## config.mk

```make
export PLATFORM = sky130hd
export DESIGN_NAME = spi_burst_ctrl
export DESIGN_NICKNAME = d
export VERILOG_FILES = /design/src/rtl/spi_burst_pkg.sv /design/src/rtl/spi_byte_fifo.sv /design/src/rtl/spi_burst_ctrl.sv
export SDC_FILE = /design/constraint.sdc
export NUM_CORES = 1
export LEC_CHECK = 0
export BUFFER_PORTS_ARGS = -buffer_cell sky130_fd_sc_hd__buf_2
export CELL_PAD_IN_SITES_DETAIL_PLACEMENT = 0
export CELL_PAD_IN_SITES_GLOBAL_PLACEMENT = 1
export CORE_ASPECT_RATIO = 1.2
export CORE_MARGIN = 2
export CORE_UTILIZATION = 42
export DETAILED_ROUTE_END_ITERATION = 8
export PLACE_DENSITY_LB_ADDON = 0.08
export SYNTH_ARGS = -nofsm -noshare
export SYNTH_HDL_FRONTEND = slang
export SYNTH_SLANG_ARGS = --single-unit
```

## constraint.sdc

```tcl
create_clock -name clk -period 6.6 [get_ports clk]
set_input_delay 0.99 -clock clk [delete_from_list [all_inputs] [get_ports clk]]
set_output_delay 0.99 -clock clk [all_outputs]
set_load 0.1 [all_outputs]
```

## src/rtl/spi_burst_pkg.sv

```systemverilog
// Shared definitions for the SPI burst controller: register map, transfer
// FSM states and CTRL/STATUS bit positions.
package spi_burst_pkg;

   typedef enum logic [1:0] {
      ADDR_CTRL   = 2'd0,
      ADDR_TXDATA = 2'd1,
      ADDR_RXDATA = 2'd2,
      ADDR_STATUS = 2'd3
   } reg_addr_e;

   typedef enum logic [1:0] {
      ST_IDLE  = 2'd0,
      ST_START = 2'd1,
      ST_WAIT  = 2'd2,
      ST_STORE = 2'd3
   } xfer_state_e;

   localparam int CTRL_DIV_LSB   = 0;
   localparam int CTRL_DIV_W     = 9;
   localparam int CTRL_CS_BIT    = 9;
   localparam int CTRL_FLUSH_BIT = 10;

   localparam int STATUS_TXCNT_LSB = 0;
   localparam int STATUS_RXCNT_LSB = 5;
   localparam int STATUS_CNT_W     = 5;
   localparam int STATUS_BUSY_BIT  = 10;
   localparam int STATUS_OVF_BIT   = 11;

   localparam logic [8:0] DIVIDER_RST = 9'h1FF;
   localparam logic [7:0] TX_DATA_RST = 8'hFF;

endpackage

```

## src/rtl/spi_byte_fifo.sv

```systemverilog
// Byte-wide show-ahead FIFO with occupancy count and synchronous flush.
// Push is ignored when full, pop is ignored when empty.
module spi_byte_fifo #(
   parameter int DEPTH = 8
) (
   input  logic                     clk,
   input  logic                     reset,
   input  logic                     flush_i,
   input  logic                     push_i,
   input  logic [7:0]               push_data_i,
   input  logic                     pop_i,
   output logic [7:0]               head_o,
   output logic [$clog2(DEPTH):0]   count_o,
   output logic                     full_o,
   output logic                     empty_o
);

   localparam int AW = $clog2(DEPTH);
   localparam int CW = AW + 1;

   logic [7:0]    mem_q [DEPTH];
   logic [AW-1:0] wr_ptr_q;
   logic [AW-1:0] rd_ptr_q;
   logic [CW-1:0] count_q;
   logic [CW-1:0] count_d;
   logic          push_ok;
   logic          pop_ok;

   assign full_o  = (count_q == CW'(DEPTH));
   assign empty_o = (count_q == '0);
   assign push_ok = push_i & ~full_o;
   assign pop_ok  = pop_i & ~empty_o;
   assign head_o  = mem_q[rd_ptr_q];
   assign count_o = count_q;

   // Simultaneous push and pop leave the occupancy unchanged.
   always_comb begin
      count_d = count_q;
      case ({push_ok, pop_ok})
         2'b10:   count_d = count_q + 1'b1;
         2'b01:   count_d = count_q - 1'b1;
         default: count_d = count_q;
      endcase
   end

   always_ff @(posedge clk or posedge reset) begin
      if (reset) begin
         wr_ptr_q <= '0;
         rd_ptr_q <= '0;
         count_q  <= '0;
      end else if (flush_i) begin
         wr_ptr_q <= '0;
         rd_ptr_q <= '0;
         count_q  <= '0;
      end else begin
         if (push_ok) wr_ptr_q <= wr_ptr_q + 1'b1;
         if (pop_ok)  rd_ptr_q <= rd_ptr_q + 1'b1;
         count_q <= count_d;
      end
   end

   always_ff @(posedge clk) begin
      if (push_ok) mem_q[wr_ptr_q] <= push_data_i;
   end

endmodule

```

## src/rtl/spi_burst_ctrl.sv

```systemverilog
// Register-mapped SPI burst controller: TX/RX byte FIFOs feeding an external
// byte engine one byte at a time, with a CTRL/TXDATA/RXDATA/STATUS bus.
module spi_burst_ctrl
   import spi_burst_pkg::*;
#(
   parameter int FIFO_DEPTH = 8
) (
   input  logic        clk,
   input  logic        reset,
   input  logic        reg_access,
   input  logic        reg_wr_en,
   input  logic [1:0]  reg_addr,
   input  logic [15:0] reg_wdata,
   output logic [15:0] reg_rdata,
   output logic        reg_ack,
   output logic [8:0]  divider,
   output logic        xfer_start,
   output logic [7:0]  tx_data,
   input  logic        xfer_complete,
   input  logic [7:0]  rx_data,
   output logic        cs_n
);

   localparam int CW = $clog2(FIFO_DEPTH) + 1;

   reg_addr_e     addr;
   logic          access_fire;
   logic          wr_fire;
   logic          rd_fire;
   logic          flush;
   logic          bus_tx_push;
   logic          bus_rx_pop;
   logic          status_ovf_clr;
   logic          start_go;
   logic          fsm_rx_push;
   logic          busy;

   logic [7:0]    tx_head;
   logic [7:0]    rx_head;
   logic [CW-1:0] tx_count;
   logic [CW-1:0] rx_count;
   logic          tx_full;
   logic          tx_empty;
   logic          rx_full;
   logic          rx_empty;

   logic          reg_ack_q;
   logic [15:0]   reg_rdata_q;
   logic [15:0]   reg_rdata_d;
   logic [8:0]    divider_q;
   logic          cs_active_q;
   logic          overflow_q;

   xfer_state_e   state_q;
   logic          xfer_start_q;
   logic [7:0]    tx_data_q;
   logic [7:0]    rx_byte_q;
   logic          discard_q;

   logic          unused_ok;
   assign unused_ok = ^{reg_wdata[15:12], rx_full};

   assign addr        = reg_addr_e'(reg_addr);
   assign access_fire = reg_access & ~reg_ack_q;
   assign wr_fire     = access_fire & reg_wr_en;
   assign rd_fire     = access_fire & ~reg_wr_en;

   assign flush          = wr_fire && (addr == ADDR_CTRL) && reg_wdata[CTRL_FLUSH_BIT];
   assign bus_tx_push    = wr_fire && (addr == ADDR_TXDATA);
   assign bus_rx_pop     = rd_fire && (addr == ADDR_RXDATA);
   assign status_ovf_clr = wr_fire && (addr == ADDR_STATUS) && reg_wdata[STATUS_OVF_BIT];

   // Only IDLE may launch, and nothing is in flight there, so RX room is
   // simply the current RX occupancy. A same-cycle flush suppresses the launch.
   assign start_go    = (state_q == ST_IDLE) && !tx_empty &&
                        (rx_count < CW'(FIFO_DEPTH)) && !flush;
   assign fsm_rx_push = (state_q == ST_STORE) && !discard_q;
   assign busy        = (state_q != ST_IDLE) || !tx_empty;

   spi_byte_fifo #(.DEPTH(FIFO_DEPTH)) u_tx_fifo (
      .clk         (clk),
      .reset       (reset),
      .flush_i     (flush),
      .push_i      (bus_tx_push),
      .push_data_i (reg_wdata[7:0]),
      .pop_i       (start_go),
      .head_o      (tx_head),
      .count_o     (tx_count),
      .full_o      (tx_full),
      .empty_o     (tx_empty)
   );

   spi_byte_fifo #(.DEPTH(FIFO_DEPTH)) u_rx_fifo (
      .clk         (clk),
      .reset       (reset),
      .flush_i     (flush),
      .push_i      (fsm_rx_push),
      .push_data_i (rx_byte_q),
      .pop_i       (bus_rx_pop),
      .head_o      (rx_head),
      .count_o     (rx_count),
      .full_o      (rx_full),
      .empty_o     (rx_empty)
   );

   always_comb begin
      reg_rdata_d = '0;
      if (rd_fire) begin
         case (addr)
            ADDR_CTRL: begin
               reg_rdata_d[CTRL_DIV_LSB +: CTRL_DIV_W] = divider_q;
               reg_rdata_d[CTRL_CS_BIT]                = cs_active_q;
            end
            ADDR_TXDATA: reg_rdata_d = '0;
            ADDR_RXDATA: begin
               if (!rx_empty) reg_rdata_d[7:0] = rx_head;
            end
            ADDR_STATUS: begin
               reg_rdata_d[STATUS_TXCNT_LSB +: STATUS_CNT_W] = STATUS_CNT_W'(tx_count);
               reg_rdata_d[STATUS_RXCNT_LSB +: STATUS_CNT_W] = STATUS_CNT_W'(rx_count);
               reg_rdata_d[STATUS_BUSY_BIT]                  = busy;
               reg_rdata_d[STATUS_OVF_BIT]                   = overflow_q;
            end
            default: reg_rdata_d = '0;
         endcase
      end
   end

   always_ff @(posedge clk or posedge reset) begin
      if (reset) begin
         reg_ack_q   <= 1'b0;
         reg_rdata_q <= '0;
         divider_q   <= DIVIDER_RST;
         cs_active_q <= 1'b0;
         overflow_q  <= 1'b0;
      end else begin
         reg_ack_q   <= access_fire;
         reg_rdata_q <= reg_rdata_d;
         if (wr_fire && (addr == ADDR_CTRL)) begin
            divider_q   <= reg_wdata[CTRL_DIV_LSB +: CTRL_DIV_W];
            cs_active_q <= reg_wdata[CTRL_CS_BIT];
         end
         if (flush || status_ovf_clr) begin
            overflow_q <= 1'b0;
         end else if (bus_tx_push && tx_full) begin
            overflow_q <= 1'b1;
         end
      end
   end

   // The TX pop and tx_data load happen on the edge into START so that
   // xfer_start and the byte are presented together for the START cycle.
   always_ff @(posedge clk or posedge reset) begin
      if (reset) begin
         state_q      <= ST_IDLE;
         xfer_start_q <= 1'b0;
         tx_data_q    <= TX_DATA_RST;
         rx_byte_q    <= '0;
         discard_q    <= 1'b0;
      end else begin
         xfer_start_q <= 1'b0;
         if (flush && (state_q != ST_IDLE)) discard_q <= 1'b1;
         case (state_q)
            ST_IDLE: begin
               if (start_go) begin
                  tx_data_q    <= tx_head;
                  xfer_start_q <= 1'b1;
                  state_q      <= ST_START;
               end
            end
            ST_START: state_q <= ST_WAIT;
            ST_WAIT: begin
               if (xfer_complete) begin
                  rx_byte_q <= rx_data;
                  state_q   <= ST_STORE;
               end
            end
            ST_STORE: begin
               discard_q <= 1'b0;
               state_q   <= ST_IDLE;
            end
            default: state_q <= ST_IDLE;
         endcase
      end
   end

   assign reg_ack    = reg_ack_q;
   assign reg_rdata  = reg_rdata_q;
   assign divider    = divider_q;
   assign cs_n       = ~cs_active_q;
   assign xfer_start = xfer_start_q;
   assign tx_data    = tx_data_q;

endmodule

```

== Word-level counts from Yosys, hierarchy flattened ==
Memory sizes are Yosys's and may differ from the RTL's. A register that Yosys moved wholly into a read port is not among the register bits.
Index checks and enable logic that the tools add are counted.

* Latch bits: 0
* Memory bits (writable): 128
* Word-level logic and storage cells: 117
* Bits in read-only memories: 0
* Flip-flop bits (word level): 60
* Memories kept: 2
* Input bits: 31

{| class="wikitable"
|+ Memory list
! memory !! words !! width !! read ports !! clocked after memory_dff !! wr ports !! RTL line !! RTL
|-
| u_rx_fifo.mem_q || 8 || 8 || 1 || 0 || 1 || spi_byte_fifo.sv:21 || <nowiki>logic [7:0] mem_q [DEPTH];</nowiki>
|-
| u_tx_fifo.mem_q || 8 || 8 || 1 || 1 || 1 || spi_byte_fifo.sv:21 ||
|}

* Muxes and demuxes: 30
* Eq/ne operators: 14
* Multipliers: 0
* $add $sub $neg: 8
* Magnitude comparators: 1
* Bitwise gates (word level): 14
* Reductions and logical operators: 33
* Divide/modulo/power cells: 0
* Shifts and indexed selects: 0

{| class="wikitable"
|+ Operators by type and width
! cell !! number
|-
| 8-bit case mux with 4 select lines || 1
|-
| 3-bit 2-to-1 mux || 8
|-
| 4-bit case mux with 2 select lines || 2
|-
| 2-bit nonzero test || 7
|-
| 3-bit by 1-bit adder with 3-bit output, second input constant || 4
|-
| 2-bit == test, second input constant || 6
|-
| 1-bit logical AND || 12
|-
| 12-bit 2-to-1 mux || 1
|-
| 1-bit 2-to-1 mux || 10
|-
| 4-bit by 1-bit adder with 4-bit output, second input constant || 2
|-
| 2-bit by 1-bit == test with 1-bit output, second input constant || 4
|-
| 4-bit == test, second input constant || 2
|-
| 4-bit zero test || 2
|-
| 4-bit 2-to-1 mux || 2
|-
| 8-bit 2-to-1 mux || 1
|-
| 2-bit case mux with 4 select lines || 1
|-
| 4-bit by 1-bit subtractor with 4-bit output, second input constant || 2
|-
| 1-bit AND || 7
|-
| 1-bit inverter || 7
|-
| 2-bit 2-to-1 mux || 3
|-
| 2-bit AND reduction || 3
|-
| 3-bit nonzero test || 2
|-
| 2-bit zero test || 2
|-
| 4-bit less-than comparator, second input constant || 1
|-
| 5 further kinds || 8
|}

== Longest topological paths before layout ==
* Depth after elaboration: 11
* Mapped depth: 12
* Mapped depth without buffers: 11

== By module ==
From an unflattened synthesis, not the netlist that was laid out.

* Cells, all modules: 520
* Area, all modules: 8345.5 um^2

{| class="wikitable"
|+ Modules (own cells, without submodules)
! module !! area an instance (um^2) !! cells an instance !! times used !! seq. area each (um^2)
|-
| spi_byte_fifo || 3186.8 || 175 || 2 || 2172.1
|-
| spi_burst_ctrl || 1971.9 || 170 || 1 || 1122.3
|}

== Least setup slack after synthesis ==
No wires, ideal clock.

* Kind: input -> register
* From: input port reg_addr[0]
* To: register u_tx_fifo.count_q[3], in the netlist u_tx_fifo.count_o[3]
* Path buffers: 1
* Stages on the path: 12
* Data required time: 6.468 ns
* Data arrival time: 2.990 ns
* Path slack: 3.478 ns
* Cell sequence: inv_1 > ha_1 > and2_1 > a211oi_1 > clkbuf_1 > and2_1 > ha_1 > o21ai_0 > a211oi_1 > o32ai_2 > xnor2_1 > nor2_1

* Longest elaborated chain between the ends: 9
* Elaborated cells on any way between the ends: 14
* Classes of those cells: eq/ne: 3; mux: 2; bitwise: 2; reduce/logical: 7

{| class="wikitable"
|+ Ends and longest elaborated chain
! element !! RTL line !! RTL
|-
| start: declaration || spi_burst_ctrl.sv:12 || <nowiki>input logic [1:0] reg_addr,</nowiki>
|-
| 2-bit zero test || spi_burst_ctrl.sv:68 || <nowiki>assign flush = wr_fire && (addr == ADDR_CTRL) && reg_wdata[CTRL_FLUSH_BIT];</nowiki>
|-
| 1-bit logical AND (2 in a row) || spi_burst_ctrl.sv:68 ||
|-
| 1-bit zero test || spi_burst_ctrl.sv:76 || <nowiki>(rx_count < CW'(FIFO_DEPTH)) && !flush;</nowiki>
|-
| 1-bit logical AND || spi_burst_ctrl.sv:76 ||
|-
| 1-bit AND || spi_byte_fifo.sv:32 || <nowiki>assign pop_ok = pop_i & ~empty_o;</nowiki>
|-
| 2-bit by 1-bit == test with 1-bit output / 2-bit == test (equally long branches) || spi_byte_fifo.sv:39 || <nowiki>case ({push_ok, pop_ok})</nowiki>
|-
| 4-bit case mux with 2 select lines || spi_byte_fifo.sv:39 ||
|-
| 4-bit 2-to-1 mux || spi_byte_fifo.sv:51 || <nowiki>end else if (flush_i) begin</nowiki>
|-
| end signal: assignment || spi_byte_fifo.sv:58 || <nowiki>count_q <= count_d;</nowiki>
|-
| end: declaration || spi_byte_fifo.sv:24 || <nowiki>logic [CW-1:0] count_q;</nowiki>
|}

Several ways; a longest one is shown, not always the timed one.
A chain may end at the register's enable or synchronous reset.

== Worst setup path after layout ==
* From: input port reg_wr_en
* To: register u_rx_fifo.count_q[3], in the netlist u_rx_fifo.count_o[3]

* Longest elaborated chain between the ends: 7
* Elaborated cells on any way between the ends: 12
* Classes of those cells: eq/ne: 2; mux: 2; bitwise: 4; reduce/logical: 4

{| class="wikitable"
|+ Ends and longest elaborated chain
! element !! RTL line !! RTL
|-
| start: declaration || spi_burst_ctrl.sv:11 || <nowiki>input logic reg_wr_en,</nowiki>
|-
| 1-bit inverter || spi_burst_ctrl.sv:66 || <nowiki>assign rd_fire = access_fire & ~reg_wr_en;</nowiki>
|-
| 1-bit AND || spi_burst_ctrl.sv:66 ||
|-
| 1-bit logical AND || spi_burst_ctrl.sv:70 || <nowiki>assign bus_rx_pop = rd_fire && (addr == ADDR_RXDATA);</nowiki>
|-
| 1-bit AND || spi_byte_fifo.sv:32 ||
|-
| 2-bit by 1-bit == test with 1-bit output / 2-bit == test (equally long branches) || spi_byte_fifo.sv:39 ||
|-
| 4-bit case mux with 2 select lines || spi_byte_fifo.sv:39 ||
|-
| 4-bit 2-to-1 mux || spi_byte_fifo.sv:51 ||
|-
| end signal: assignment || spi_byte_fifo.sv:58 ||
|-
| end: declaration || spi_byte_fifo.sv:24 ||
|}

Several ways; a longest one is shown, not always the timed one.

==> results_dict.tcl <==
set metrics [dict create \
    start_kind "input port" \
    tightest_slew_ns 1.10 \
    drtIter0Drc 217 \
    clock-root-buffer "clkbuf_16" \
    antenna_left 0 \
    synth_top_flop_cell "edfxtp_1" \
    die_h_um 155 \
    fillCellCount 1636 \
    synth_common_cells "128 x edfxtp_1, 47 x dfrtp_1, 41 x nor2_1, 32 x mux4_2, 24 x a21oi_1" \
    grt_usage 0.163 \
    hold_viol_final 0 \
    synth_edf_count 128 \
    synth_seq_area_share 0.685 \
    netSwitchingPower_mw 1.50 \
    grt_pass1_wl_um 24200 \
    cts_resized 0 \
    fin_setup_tns_ns 0 \
    grt_pass1_vias 4260 \
    synthToLayoutAreaGrowth_pct 14.7 \
    antenna_cells 0 \
    post_cts.repair.setup_buffers 0 \
    wirelength_um 15400 \
    drive_gt1_frac 0.324 \
    ir_worst_vdd_mv 0.205 \
    p_comb_frac 0.304 \
    p_int_mw 2.60 \
    gp_congestion 0.707 \
    ys_warn_count 0 \
    netlist-cell-type-count 51 \
    ys_ff_latch 192 \
    post-route-min-period_ns 3.09 \
    top_usage_layer "met2" \
    hold_buffers 0 \
    synth_top_area_share 0.482 \
    maxCapViolations 0 \
    period_share 0.468 \
    coreArea_mm2 0.0187 \
    numCtsBuffers 17 \
    io_buffer_count 58 \
    fin_cells 818 \
    gr-usage-met1 0.202 \
    cp.required_ns 6.87 \
    vias_per_cell 5.05 \
    hold_class "flip-flop to flip-flop" \
    grt_util_met2 0.290 \
    worst_clock_skew_ns 0.00905 \
    overflow 0 \
    crit_arrival_ns 3.36 \
    leakagePower_nw 3.39 \
    cts_buffer_depth 2 \
    synth_cells 487 \
    clock_sinks 192 \
    synth_area_leaders "edfxtp_1 48%, dfrtp_1 15%, mux4_2 9.0%, dfstp_2 5.6%, mux2i_1 2.8%" \
    fmax_ghz 0.324 \
    path_cells "buf_2 > or3b_2 > a211oi_1 > ha_1 > a21o_1 > a221oi_1 > a2bb2oi_1 > xor2_1 > nor2_1" \
    async_reset_ff_frac 0.333 \
    grt_antenna_before_repair 0 \
    rsz0062_at_grt "false" \
    die_x_um 130 \
    multi_input_area_mm2 0.00239 \
    vias 4130 \
    rows 55 \
    grt_max_degree 65 \
    p_seq_frac 0.452 \
    path_clk_slew_ns 0.06 \
    max_stage_delay_ns 0.61 \
    cp-end-kind "flip-flop" \
    yosys.area.top_type "edfxtp_1" \
    avgSynthCellArea_um2 16.4 \
    clock_power_share 0.244 \
    slowest_stage "or3b_2" \
    run_status "completed" \
    timing.slew.headroom 0.266 \
    io_pins 67 \
    p_total_mw 4.10 \
    htree_num_levels 4 \
    synth_area_mm2 0.00798 \
    placed_cells 786 \
    crit_type "input port to flip-flop" \
    use_met3 0.0306 \
    first_pass_iters 4 \
    p_per_area_mw_per_mm2 448 \
    seqCellArea_mm2 0.00547 \
    final_nets 598 \
    yosys.cell_count.top_type "edfxtp_1" \
    cts_tree "done" \
    finalMaxSlewViolations 0 \
    dpl.hpwl_um 10500 \
    final_util 0.489 \
    finalSetupViolations 0 \
    clock_latency_ns 0.43 \
    critPathMaxFanout 13 \
    swShare 0.366 \
    start_util 0.426 \
    die-area_mm2 0.0201 \
    wl_per_cell_um 18.8 \
    hold_ws_ns 0.498 \
    drc 0 \
]
[cell usage in the layout (no fill, tap or decap), types with 3 or more instances in the layout]
cell | Yosys | layout
xor2_1 | 9 | 9
buf_4 | 4 | 9
inv_1 | 10 | 9
clkbuf_16 | 0 | 17
nor2_1 | 41 | 41
mux2i_1 | 22 | 22
nor2b_1 | 4 | 4
nand2_1 | 16 | 16
a21oi_1 | 24 | 24
nor3b_2 | 0 | 4
dfrtp_1 | 47 | 47
o21ai_0 | 16 | 16
dfstp_2 | 17 | 17
ha_1 | 17 | 17
xnor2_1 | 4 | 4
inv_6 | 0 | 4
conb_1 | 1 | 4
mux4_2 | 32 | 32
mux2_2 | 19 | 19
edfxtp_1 | 128 | 128
and2_1 | 3 | 3
inv_8 | 0 | 3
clkinvlp_4 | 0 | 3
nand2b_1 | 5 | 5
buf_2 | 6 | 58
nor3_1 | 8 | 6
[worst paths after layout]
check                           slack, ns                             start                           endpoint  depth (start not counted)
worst max-delay path                 3.51                         reg_wr_en   u_rx_fifo.count_o[3]$_DFFE_PP0P_                          9
worst min-delay path                 0.50                 reg_ack$_DFF_PP0_                  reg_ack$_DFF_PP0_                          1
worst max register to register       3.73  u_rx_fifo.count_o[0]$_DFFE_PP0P_   u_rx_fifo.count_o[3]$_DFFE_PP0P_                          8
worst min register to register       0.50                 reg_ack$_DFF_PP0_                  reg_ack$_DFF_PP0_                          1
min in group asynchronous            0.81                             reset  u_tx_fifo.wr_ptr_q[0]$_DFFE_PP0P_                          3
max in group asynchronous            5.22                             reset           rx_byte_q[4]$_DFFE_PP0P_                          3
[power by group through the flow]
stage                     combinational [mW]  sequential, mW  clock (mW)
after global routing                    1.36            1.89        1.08
after CTS                               1.27            1.86        1.02
final                                   1.25            1.85        1.00
after floorplan                        0.808            2.06           0
after detailed placement                1.26            1.89           0
after global placement                  1.24            1.87           0
[per-stage QoR]
step           setup WS [ns]  instance area (um^2)
4_1_cts                 3.51                  9150
5_1_grt                 3.33                  9150
2_1_floorplan           3.48                  7990
3_3_place_gp            3.11                  8570
3_5_place_dp            3.05                  8570
6_report                3.51                  9150
[state kept, by name, indices dropped and copies added, names as in the netlist, 2 cells and up]
name / flops
reg_rdata: 12
u_tx_fifo.rd_ptr_q: 3
u_tx_fifo.count_o: 4
u_tx_fifo.wr_ptr_q: 3
u_rx_fifo.count_o: 4
u_rx_fifo.mem_q: 64
u_rx_fifo.rd_ptr_q: 3
u_tx_fifo.mem_q: 64
rx_byte_q: 8
u_rx_fifo.wr_ptr_q: 3
state_q: 2
divider: 9
tx_data: 8
[metal layers]
| layer | routed length, um | part of all wire |
|---|---|---|
| met3 | 363 | 0.024 |
| met1 | 6620 | 0.43 |
| met2 | 8280 | 0.54 |
| met5 | 0 | 0 |
| met4 | 157 | 0.010 |
[kinds of logic (layout without fill, tap and decap cells)]
logic type | count (synthesis) | in the layout | share of synthesized area
AO/OA/AOI/OAI | 59 | 59 | 0.0456
XOR/XNOR | 13 | 13 | 0.0143
adder cells (fa/ha/maj) | 18 | 18 | 0.0292
buffers and inverters | 37 | 109 | 0.0212
flip-flops | 192 | 192 | 0.685
multiplexers | 73 | 73 | 0.145
other | 1 | 4 | 0.000470
AND/OR/NAND/NOR | 94 | 94 | 0.0591
[critical path, delay by kind of cell]
kind,cells,cell delay [ns]
AO/OA/AOI/OAI,4,1.10
XOR/XNOR,1,0.15
adder cells (fa/ha/maj),1,0.35
buffers and inverters,1,0.11
AND/OR/NAND/NOR,2,0.66
[cell type report]
cell class                 count  area share
timing repair buffer          67      0.0391
clock inverter                14      0.0164
tap                          256      0.0350
inverter                      10     0.00410
sequential                   192       0.598
multi-input combinational    261       0.261
clock buffer                  18      0.0469
Note: power is estimated with default switching activity, not from simulation.
